--- config.mk ---
export PLATFORM = sky130hd
export DESIGN_NAME = tsu_ts_fetch
export DESIGN_NICKNAME = d
export VERILOG_FILES = /design/src/rtl/tsu_ts_fetch.sv
export SDC_FILE = /design/constraint.sdc
export NUM_CORES = 1
export LEC_CHECK = 0
export CELL_PAD_IN_SITES_DETAIL_PLACEMENT = 1
export CELL_PAD_IN_SITES_GLOBAL_PLACEMENT = 1
export CORE_MARGIN = 1
export CORE_UTILIZATION = 33
export DETAILED_ROUTE_END_ITERATION = 6
export PLACE_DENSITY_LB_ADDON = 0.1
export REMOVE_ABC_BUFFERS = 1
export SYNTH_ARGS = -nofsm -noshare
export SYNTH_HDL_FRONTEND = slang
export SYNTH_SLANG_ARGS = --single-unit
--- constraint.sdc ---
create_clock -name bus2ip_clk -period 3.1 [get_ports bus2ip_clk]
set_clock_uncertainty 0.15 [all_clocks]
set_input_delay 0.62 -clock bus2ip_clk [delete_from_list [all_inputs] [get_ports bus2ip_clk]]
set_output_delay 0.62 -clock bus2ip_clk [all_outputs]
set_load 0.01 [all_outputs]
--- src/rtl/tsu_ts_fetch.sv ---
// tsu_ts_fetch: bus initiator that drains one TX or RX timestamp record
// (seven 32-bit words) from the TSU register block and presents it as a
// single 224-bit record on a valid/ready stream.

`ifndef TSU_BLK_ADDR
`define TSU_BLK_ADDR 24'h00_4000
`endif

module tsu_ts_fetch #(
  parameter logic [23:0] BLK_ADDR = `TSU_BLK_ADDR
) (
  input  logic         bus2ip_clk,
  input  logic         bus2ip_rst,
  input  logic         en_i,
  input  logic         tx_ts_req_i,
  input  logic         rx_ts_req_i,
  output logic [31:0]  bus2ip_addr_o,
  output logic [31:0]  bus2ip_data_o,
  output logic         bus2ip_rd_ce_o,
  output logic         bus2ip_wr_ce_o,
  input  logic [31:0]  ip2bus_data_i,
  output logic         rec_valid_o,
  input  logic         rec_ready_i,
  output logic         rec_dir_o,
  output logic [223:0] rec_data_o,
  output logic [7:0]   drop_cnt_o
);

  // Register offsets inside the TSU block, in record word order.
  localparam logic [7:0] TX_TS_ADDR0   = 8'h10;
  localparam logic [7:0] TX_TS_ADDR1   = 8'h14;
  localparam logic [7:0] TX_TS_ADDR2   = 8'h18;
  localparam logic [7:0] TX_SPF_ADDR0  = 8'h1C;
  localparam logic [7:0] TX_SPF_ADDR1  = 8'h20;
  localparam logic [7:0] TX_SPF_ADDR2  = 8'h24;
  localparam logic [7:0] TX_TVID_ADDR  = 8'h28;
  localparam logic [7:0] RX_TS_ADDR0   = 8'h30;
  localparam logic [7:0] RX_TS_ADDR1   = 8'h34;
  localparam logic [7:0] RX_TS_ADDR2   = 8'h38;
  localparam logic [7:0] RX_SPF_ADDR0  = 8'h3C;
  localparam logic [7:0] RX_SPF_ADDR1  = 8'h40;
  localparam logic [7:0] RX_SPF_ADDR2  = 8'h44;
  localparam logic [7:0] RX_TVID_ADDR  = 8'h48;

  localparam logic [1:0] IDLE = 2'd0;
  localparam logic [1:0] READ = 2'd1;
  localparam logic [1:0] HOLD = 2'd2;

  logic [1:0]   state;
  logic [2:0]   cnt;
  logic         tx_pend;
  logic         rx_pend;
  logic         dir;
  logic [223:0] rec_data;
  logic [7:0]   drop_cnt;

  logic         start_tx;
  logic         start_rx;
  logic         tx_drop;
  logic         rx_drop;
  logic [8:0]   drop_sum;
  logic         rd_ce;
  logic [7:0]   offset;

  // Fetch start decisions; TX wins when both directions are pending.
  assign start_tx = (state == IDLE) && en_i && tx_pend;
  assign start_rx = (state == IDLE) && en_i && !tx_pend && rx_pend;

  // A request is lost only if its flag is set and not consumed this cycle.
  assign tx_drop  = tx_ts_req_i && tx_pend && !start_tx;
  assign rx_drop  = rx_ts_req_i && rx_pend && !start_rx;
  assign drop_sum = {1'b0, drop_cnt} + {8'd0, tx_drop} + {8'd0, rx_drop};

  assign rd_ce = (state == READ) && (cnt != 3'd7);

  // Offset of the word being read this cycle.
  always_comb begin
    offset = 8'h00;
    if (rd_ce) begin
      case ({dir, cnt})
        4'b0_000: offset = TX_TS_ADDR0;
        4'b0_001: offset = TX_TS_ADDR1;
        4'b0_010: offset = TX_TS_ADDR2;
        4'b0_011: offset = TX_SPF_ADDR0;
        4'b0_100: offset = TX_SPF_ADDR1;
        4'b0_101: offset = TX_SPF_ADDR2;
        4'b0_110: offset = TX_TVID_ADDR;
        4'b1_000: offset = RX_TS_ADDR0;
        4'b1_001: offset = RX_TS_ADDR1;
        4'b1_010: offset = RX_TS_ADDR2;
        4'b1_011: offset = RX_SPF_ADDR0;
        4'b1_100: offset = RX_SPF_ADDR1;
        4'b1_101: offset = RX_SPF_ADDR2;
        4'b1_110: offset = RX_TVID_ADDR;
        default:  offset = 8'h00;
      endcase
    end
  end

  // Pending flags and the saturating drop counter.
  always_ff @(posedge bus2ip_clk) begin
    if (bus2ip_rst) begin
      tx_pend  <= 1'b0;
      rx_pend  <= 1'b0;
      drop_cnt <= '0;
    end else begin
      if (tx_ts_req_i)   tx_pend <= 1'b1;
      else if (start_tx) tx_pend <= 1'b0;
      if (rx_ts_req_i)   rx_pend <= 1'b1;
      else if (start_rx) rx_pend <= 1'b0;
      drop_cnt <= drop_sum[8] ? '1 : drop_sum[7:0];
    end
  end

  // Fetch state machine; words are shifted in so W0 ends up in the top slot
  // after the seventh capture.
  always_ff @(posedge bus2ip_clk) begin
    if (bus2ip_rst) begin
      state    <= IDLE;
      cnt      <= '0;
      dir      <= 1'b0;
      rec_data <= '0;
    end else begin
      case (state)
        IDLE: begin
          cnt <= '0;
          if (start_tx || start_rx) begin
            state <= READ;
            dir   <= start_rx;
          end
        end
        READ: begin
          if (cnt != 3'd0) rec_data <= {rec_data[191:0], ip2bus_data_i};
          if (cnt == 3'd7) begin
            state <= HOLD;
            cnt   <= '0;
          end else begin
            cnt <= cnt + 3'd1;
          end
        end
        HOLD: begin
          if (rec_ready_i) state <= IDLE;
        end
        default: state <= IDLE;
      endcase
    end
  end

  assign bus2ip_rd_ce_o = rd_ce;
  assign bus2ip_addr_o  = {BLK_ADDR, offset};
  assign bus2ip_data_o  = '0;
  assign bus2ip_wr_ce_o = 1'b0;
  assign rec_valid_o    = (state == HOLD);
  assign rec_dir_o      = dir;
  assign rec_data_o     = rec_data;
  assign drop_cnt_o     = drop_cnt;

endmodule

==> metrics.md <==
| Metric | Value |
|---|---|
| Power density over the cells | `537 mW/mm^2` |
| Post-CTS Setup Inserts | `0` |
| Vias per cell | `5.10` |
| Layout overhead on the synthesized area | `36.1%` |
| Syn Std Cell Area | `0.00983 sq mm` |
| Max Fanout on Critical Path | `6` |
| Run status | `finished clean` |
| Non-Filler Instances | `1770` |
| Share of cells above drive strength 1 | `0.0483` |
| Critical path type | `register to output port` |
| Filler Cells Inserted | `3402` |
| Largest net degree at the start of global routing | `227` |
| I/O Buffers | `277` |
| Core Area | `0.0290 sq mm` |
| Syn avg cell area | `8.35 sq um` |
| Worst Hold End | `rec_data_o[191]` |
| DRC errors left | `0` |
| CP Cell Sequence | `ha_1 > ha_1 > nand2b_2 > inv_1 > clkdlybuf4s50_1` |
| Crit end category | `output port` |
| Clock sink count | `240` |
| Period minus WS final | `2.96 ns` |
| Setup slack after layout | `0.137 ns` |
| Yosys warns | `0` |
| R2R cell count | `7` |
| Vias in the first global route | `8683` |
| Fmax | `338 MHz` |
| Total die area | `0.0305 sq mm` |
| VDD IR max | `0.420 mV` |
| RSZ-0062 raised after global routing | `no` |
| Post-route ant nets | `0` |
| WHS | `0.314 ns` |
| RR Endpoint | `drop_cnt_o[2]` |
| Worst setup SP type | `register` |
| #FFs+latches synth | `240` |
| WL final | `30.7 mm` |
| Worst path max stage delay | `0.53 ns` |
| Die width | `175 microns` |
| Number of diodes | `0` |
| Flop-to-flop setup slack | `0.51 ns` |
| GRT overflow | `0` |
| Setup Slack @ Placement | `-0.117 ns` |
| Clock slew at reported path FFs | `0.06 ns` |
| Inserted Clock Buffers | `28` |
| Hold_buf cts | `0` |
| Seq/Total Area, Yosys | `0.489` |
| Row count | `62` |
| Max-slew violation count | `0` |
| First-pass GRT wire length | `48.3 mm` |
| Number of H-tree levels | `1` |
| Routed len/inst | `17.3 microns` |
| Clock insertion delay at the later pin of the skew report | `0.54 ns` |
| HP Class | `register to register` |
| Slew margin rel. | `0.167` |
| CP Data Required Time | `2.33 ns` |
| Violation count after the first detailed-route iteration | `558` |
| Final GP Congestion | `0.730` |
| Final hold violations | `0` |
| Die H | `175 microns` |
| Initial antenna violation count | `0` |
| Initial Util | `0.339` |
| CP arrival | `2.19 ns` |
| Maximum clock insertion buffer count | `3` |
| Global Route Usage Sum | `0.189` |
| Seq. cell area | `0.00480 sq mm` |
| Worst Tran Pin Value | `1.25 ns` |
| Leading cell type in the layout, fill and taps excluded | `clkdlybuf4s50_1` |
| Period utilization | `0.956` |
| Setup TNS Final | `0 ns` |
| Reg2reg start | `state[1]` |
| # IOs | `338` |
| Post-Place Cells | `1718` |
| Static leakage | `4.38 nW` |
| CTS tree | `built` |
| Via count | `9033` |
| Total Nets Final | `1409` |
| HPWL Detailed | `17.0 mm` |
| Multi-input combinational cell area | `0.00407 sq mm` |
| Slowest library cell on the worst path | `clkdlybuf4s50_1` |
| Most frequent cells in the layout | `272 x clkdlybuf4s50_1, 240 x dfxtp_1, 235 x a21oi_1` |
| Hold_sp | `rec_data_o[159]` |
| TritonRoute pass-1 iters | `4` |
| Max-capacitance violation count | `0` |
| CP most frequent cell | `ha_1` |
| Unique masters post-synth | `38` |
| Total Power | `7.18 mW` |
| Root buf cell | `clkbuf_16` |
| Worst hold stages | `2` |
| Endpoints failing setup | `0` |
| Syn Inst Count | `1177` |
[worst max-delay path by stage]
stage	startpoint	end
floorplan	state[0]	bus2ip_addr_o[6]
detailed placement	en_i	drop_cnt_o[2]
CTS	cnt[0]	bus2ip_addr_o[2]
global placement	en_i	drop_cnt_o[0]
global route	cnt[0]	bus2ip_rd_ce_o
finish	cnt[0]	bus2ip_rd_ce_o
[sequential cells by signal, indices dropped and copies added, names as in the netlist]
signal / cells
rec_data_o: 224
cnt: 3
drop_cnt_o: 8
tx_pend: 1
rx_pend: 1
state: 2
rec_dir_o: 1
[logic make-up (layout without fill, tap and decap cells)]
| logic type | Yosys count | count (layout) | synth area share |
|---|---|---|---|
| AOI/OAI and AO/OA | 470 | 470 | 0.241 |
| xor gates and xnor gates | 2 | 2 | 0.00178 |
| buffers and inverters | 197 | 348 | 0.123 |
| and+or+nand+nor | 256 | 256 | 0.132 |
| muxes | 3 | 3 | 0.00305 |
| other | 2 | 60 | 0.000764 |
| adders and majority gates | 7 | 7 | 0.00967 |
| DFF | 240 | 240 | 0.489 |
[synthesized netlist by cell type]
cell	count	area [sq um]
a211oi_1	1	7.51
a21o_1	1	7.51
a21oi_1	235	1180
a22oi_1	2	15.0
a311oi_1	1	8.76
a31oi_1	2	12.5
and2_1	1	6.26
and3_1	2	12.5
and4_1	1	8.76
and4b_1	1	10.0
buf_12	1	20.0
buf_2	53	265
buf_4	72	541
buf_6	13	146
clkbuf_1	38	143
clkbuf_2	12	60.1
conb_1	2	7.51
dfxtp_1	240	4800
fa_1	1	20.0
ha_1	6	75.1
inv_1	8	30.0
mux2i_1	3	30.0
nand2_1	4	15.0
nand2b_1	3	18.8
nand3_1	226	1130
nand4_1	1	6.26
nor2_1	9	33.8
nor2b_1	2	12.5
nor2b_2	2	17.5
nor3_1	1	5.00
nor3b_1	1	7.51
o21ai_0	124	621
o21ai_1	103	515
o21bai_1	1	7.51
or3_1	1	6.26
or3b_2	1	8.76
xnor2_1	1	8.76
xor2_1	1	8.76
[layer usage]
metal,vias up,GRT usage,share of wire
li1,4414,-,-
met1,4343,0.251,0.45
met2,243,0.306,0.46
met3,33,0.0533,0.073
met4,0,0.0413,0.016
met5,-,0,0
[area by class of cell]
type	instances	share of cell area
well taps	384	0.0359
inverters	8	0.00225
flip-flops and latches	240	0.359
clock buffers	41	0.0644
clock inverters	11	0.0118
repair buffers	288	0.222
multi-input cells	798	0.304
[worst max-delay path: cells and delay by family, from the launching register on]
kind,cells,cell delay (ns)
adders and majority gates,2,0.45
buffers and inverters,2,0.61
DFF,1,0.36
and+or+nand+nor,1,0.23
[what timing repair did]
action | 4_1_cts | 5_1_grt
setup endpoints to repair | 1 | 3
resized for setup | 2 | 3
endpoints found under the hold margin | 0 | 0
[through the flow]
step,utilization,area (sq um)
after global routing,0.461,13400
final,0.461,13400
after global placement,0.426,12300
after floorplan,-,8870
after detailed placement,0.426,12300
after CTS,0.461,13400
[power breakdown]
part / switching (mW) / leakage [nW] / internal [mW]
logic: 0.387 / 1.94 / 0.111
clock network: 1.33 / 0.506 / 2.24
registers: 0.0125 / 1.93 / 3.10
total: 1.73 / 4.38 / 5.45
Note: power is estimated with default switching activity, not from simulation.
